File: src/rtl/s_mem_arbiter.sv
// Round-robin arbiter sharing the single-port S memory between several requesters.
// Define SMEM_ARB_LOCK_EN to let one requester hold the memory for an uninterrupted swap.
module s_mem_arbiter #(
    parameter int NUM_REQ = 3,
    parameter int ADDR_W  = 8,
    parameter int DATA_W  = 8
) (
    input  logic                      clk,
    input  logic                      reset_n,
    input  logic [NUM_REQ-1:0]        req,
    input  logic [NUM_REQ-1:0]        we,
    input  logic [NUM_REQ-1:0]        lock,
    input  logic [NUM_REQ*ADDR_W-1:0] addr,
    input  logic [NUM_REQ*DATA_W-1:0] wdata,
    output logic [NUM_REQ-1:0]        gnt,
    output logic [NUM_REQ-1:0]        rvalid,
    output logic [DATA_W-1:0]         rdata,
    output logic [ADDR_W-1:0]         mem_address,
    output logic [DATA_W-1:0]         mem_data,
    output logic                      mem_wren,
    input  logic [DATA_W-1:0]         mem_q
);

    localparam int IDX_W = $clog2(NUM_REQ);

    typedef logic [IDX_W-1:0] idx_t;

    typedef struct packed {
        logic valid;
        idx_t owner;
    } tag_t;

    idx_t ptr;
    idx_t win;
    idx_t cand;
    logic xfer;
    logic locked;
    idx_t lock_idx;
    tag_t tag_s1;
    tag_t tag_s2;

`ifdef SMEM_ARB_LOCK_EN
    logic lock_vld;
    idx_t lock_own;

    // Ownership is re-evaluated on every edge: only a locking transfer keeps or takes it.
    always_ff @(posedge clk or negedge reset_n) begin
        if (!reset_n) begin
            lock_vld <= 1'b0;
            lock_own <= '0;
        end else begin
            lock_vld <= xfer & lock[win];
            if (xfer) begin
                lock_own <= win;
            end
        end
    end

    // An owner that drops req releases the lock in the same cycle.
    assign locked   = lock_vld & req[lock_own];
    assign lock_idx = lock_own;
`else
    logic unused_lock;

    assign unused_lock = ^lock;
    assign locked      = 1'b0;
    assign lock_idx    = '0;
`endif

    always_comb begin
        // NOTE: every output of a combinational block gets a default first, otherwise a latch is inferred.
        gnt  = '0;
        xfer = 1'b0;
        win  = '0;
        cand = '0;
        if (locked) begin
            xfer = 1'b1;
            win  = lock_idx;
        end else begin
            for (int i = 0; i < NUM_REQ; i++) begin
                cand = idx_t'((int'(ptr) + i) % NUM_REQ);
                if (!xfer && req[cand]) begin
                    xfer = 1'b1;
                    win  = cand;
                end
            end
        end
        gnt[win] = xfer;
    end

    always_ff @(posedge clk or negedge reset_n) begin
        if (!reset_n) begin
            ptr         <= '0;
            mem_address <= '0;
            mem_data    <= '0;
            mem_wren    <= 1'b0;
            tag_s1      <= '0;
            tag_s2      <= '0;
            rvalid      <= '0;
            rdata       <= '0;
        end else begin
            // NOTE: sequential state uses non-blocking assignments so every register samples pre-edge values.
            mem_wren <= 1'b0;
            tag_s1   <= '0;
            if (xfer) begin
                ptr         <= (win == idx_t'(NUM_REQ - 1)) ? '0 : win + 1'b1;
                mem_address <= addr[win*ADDR_W +: ADDR_W];
                mem_data    <= wdata[win*DATA_W +: DATA_W];
                mem_wren    <= we[win];
                tag_s1      <= '{valid: ~we[win], owner: win};
            end
            // The RAM latches the address one cycle after the transfer and returns q one cycle later.
            tag_s2 <= tag_s1;
            rvalid <= '0;
            if (tag_s2.valid) begin
                rvalid[tag_s2.owner] <= 1'b1;
                rdata                <= mem_q;
            end
        end
    end

endmodule

File: config.mk
export PLATFORM = sky130hd
export DESIGN_NAME = s_mem_arbiter
export DESIGN_NICKNAME = d
export VERILOG_FILES = /design/src/rtl/s_mem_arbiter.sv
export SDC_FILE = /design/constraint.sdc
export NUM_CORES = 1
export LEC_CHECK = 0
export BUFFER_PORTS_ARGS = -buffer_cell sky130_fd_sc_hd__buf_4
export CAP_MARGIN = 20
export CORE_MARGIN = 1
export CORE_UTILIZATION = 49
export CTS_CLUSTER_DIAMETER = 50
export DETAILED_ROUTE_END_ITERATION = 10
export PLACE_DENSITY_LB_ADDON = 0.2
export SYNTH_ARGS = -nofsm -noshare
export SYNTH_HDL_FRONTEND = slang
export SYNTH_SLANG_ARGS = --single-unit
File: constraint.sdc
create_clock -name clk -period 3.3 [get_ports clk]
set_input_delay 0.825 -clock clk [delete_from_list [all_inputs] [get_ports clk]]
set_output_delay 0.825 -clock clk [all_outputs]
set_load 0.01 [all_outputs]
==> impl_metrics.json <==
{
  "layout.nets": 434,
  "tightest_slew_ns": 0.711,
  "worstPathArrival_ns": 2.35,
  "power.total_mw": 3.69,
  "synth_xor_area_share_pct": 0,
  "ys.flop_type": "dfrtp_1",
  "end_kind": "output port",
  "fmax_mhz": 315,
  "final_antenna_net_count": 0,
  "yosysUniqueCellTypes": 41,
  "crit_required_ns": 2.47,
  "synth-simple-area-share_pct": 25.1,
  "final_cell_mix": "104 x buf_4, 39 x o211ai_1, 36 x dfrtp_1",
  "drc": 0,
  "drt_iter0_drc": 140,
  "ioPinCount": 98,
  "cp_max_fo": 18,
  "whs_ns": 0.348,
  "dieHeight_microns": 73.9,
  "grt_antenna_before_repair": 0,
  "final-setup-viol-count": 0,
  "clock_latency_ns": 0.29,
  "grt_max_degree": 51,
  "clk_pin_slew_ns": 0.07,
  "hold_buffers": 0,
  "wire_per_inst_microns": 15.4,
  "n_antenna_cell": 0,
  "vias": 2490,
  "yosys.area_share.adder_pct": 1.98,
  "ys_seq_elements": 36,
  "fin_crit_sh_pct": 96.2,
  "die_w_microns": 73.9,
  "hold_viol": 0,
  "start_util_pct": 52.2,
  "ys_seq_area_share_pct": 35.6,
  "cts_buffers": 5,
  "first_global_vias": 2273,
  "synth_compound_area_share_pct": 25.0,
  "clock-sinks": 36,
  "cp-start-kind": "register",
  "row_count": 25,
  "min_to": "tag_s2[0]",
  "die_area_sq_mm": 0.00546,
  "yosysWarnings": 0,
  "gr-total-overflow": 0,
  "fin_crit_ns": 3.17,
  "powerDensity_mw_per_mm2": 1070,
  "cts_tree": "done",
  "wirelength_microns": 6650,
  "maxSlewHeadroom_pct": 52.4,
  "syn_nets": 348,
  "max_cap_viol_count": 0,
  "synthMuxAreaShare_pct": 6.42,
  "rr_endpoint": "mem_data[3]",
  "syn_area_sq_mm": 0.00253,
  "place.port_buffers": 94,
  "layout_commonest_cell": "buf_4",
  "hold_class": "register to register",
  "cts-root-buf": "clkbuf_8",
  "worst-setup-path-type": "register to output port",
  "min_path_cells": 0,
  "grt_setup_unrepaired": "false",
  "async_flop_share_pct": 100,
  "reg2reg_depth": 7,
  "hp-start": "tag_s1[0]",
  "grt_pass1_wl_microns": 10500,
  "viasPerCell": 5.78,
  "rr_startpoint": "ptr[1]",
  "grt_use_total_pct": 25.3,
  "syn_avg_cell_area_sq_um": 9.14,
  "synth_top_family_by_area": "simple AND/OR/NAND/NOR gates",
  "area_delta_synth_final_pct": 35.8,
  "slew_violations": 0,
  "core_area_sq_mm": 0.00485,
  "p_leak_nw": 1.54,
  "status": "finished, final reports clean",
  "firstDrtPassIters": 4,
  "r2r_slack_ns": 0.86,
  "htree_levels": 2,
  "synth_edf_count": 0,
  "clockBufferDepth": 2,
  "fin_skew_ns": 0.00200,
  "synthCells": 277,
  "place_congestion": 0.769,
  "vdd_drop_max_mv": 0.565,
  "drive_above_1_share_pct": 39.8,
  "hpwlAfterDp_microns": 4820
}
final cells by class:
class / count / area, sq um
clock inverters: 2 / 35.0
flip-flops and latches: 36 / 901
clock buffers: 6 / 72.6
fillers: 386 / 1410
inverters: 5 / 18.8
multi-input cells: 210 / 1540
well taps: 67 / 83.8
repair buffers: 105 / 792
sequential cells by signal (all words and copies together) (netlist names):
signal       count
rdata            8
ptr              2
mem_data         8
tag_s1           3
tag_s2           3
mem_address      8
mem_wren         1
rvalid           3
stage by stage:
stage | setup TNS (ns) | worst slack, ns | util, % | area, sq um | instances
6_report | 0 | 0.127 | 70.9 | 3440 | 431
5_1_grt | 0 | 0.00503 | 70.9 | 3440 | 431
4_1_cts | -0.0289 | -0.0149 | 69.8 | 3380 | 430
3_5_place_dp | 0 | 0.114 | 67.4 | 3270 | 422
3_3_place_gp | 0 | 0.175 | 67.4 | 3270 | 422
2_1_floorplan | 0 | 0.155 | - | 2530 | 277
cells in the mapped netlist (all sizes together), types with 2 or more instances:
master   number  area [sq um]
nand2        32           120
o21a          2          15.0
buf           8          63.8
mux2i         5          50.1
a211oi        3          27.5
inv           5          18.8
nand3         2          10.0
nor3b         2          15.0
nand4        17           106
ha            4          50.1
nand2b       20           125
nor2b         3          18.8
dfrtp        36           901
o211ai       49           418
and3b        19           166
a21oi        17          85.1
a2bb2oi       2          17.5
nor2          7          26.3
clkbuf       18          67.6
o21ai         2          10.0
mux2         10           113
cell families after synthesis:
kind of cell | after synthesis
AOI/OAI and AO/OA | 82
adders and majority gates | 4
buffers and inverters | 31
DFF | 36
muxes | 15
and+or+nand+nor | 109
critical path, stage by stage (launching register included):
cell and delay [ns]:
dfrtp_1 0.43, inv_1 0.13, ha_4 0.35, mux2_2 0.40
a211oi_2 0.26, buf_6 0.22, nor2_2 0.09, inv_1 0.06
buf_4 0.11
power breakdown:
part | switching (mW) | internal [mW]
Sequential | 0.127 | 0.675
Clock | 0.152 | 0.224
Combinational | 1.32 | 1.19
layer usage:
metal,vias up,wire length (microns),global-route usage [%]
li1,1201,-,-
met1,1184,2880,33.0
met2,91,3250,41.0
met3,14,385,5.08
met4,0,138,10.5
met5,-,0,0
how the worst max path moves through the flow:
stage	start	to	slack, ns	cells after the start
2_1_floorplan	ptr[0]	gnt[0]	0.15	9
3_3_place_gp	ptr[1]	gnt[2]	0.18	9
3_5_place_dp	ptr[1]	gnt[2]	0.11	9
4_1_cts	ptr[0]	gnt[0]	-0.01	8
5_1_grt	ptr[0]	gnt[0]	0.005	7
6_report	ptr[0]	gnt[2]	0.13	8
timing repair:
action	CTS	global route
buffers inserted	0	1
endpoints found under the setup margin	2	2
hold endpoints to repair	0	0
pin swaps	0	0
resized for setup	3	8
cloned	0	0
Note: power is estimated with default switching activity, not from simulation.
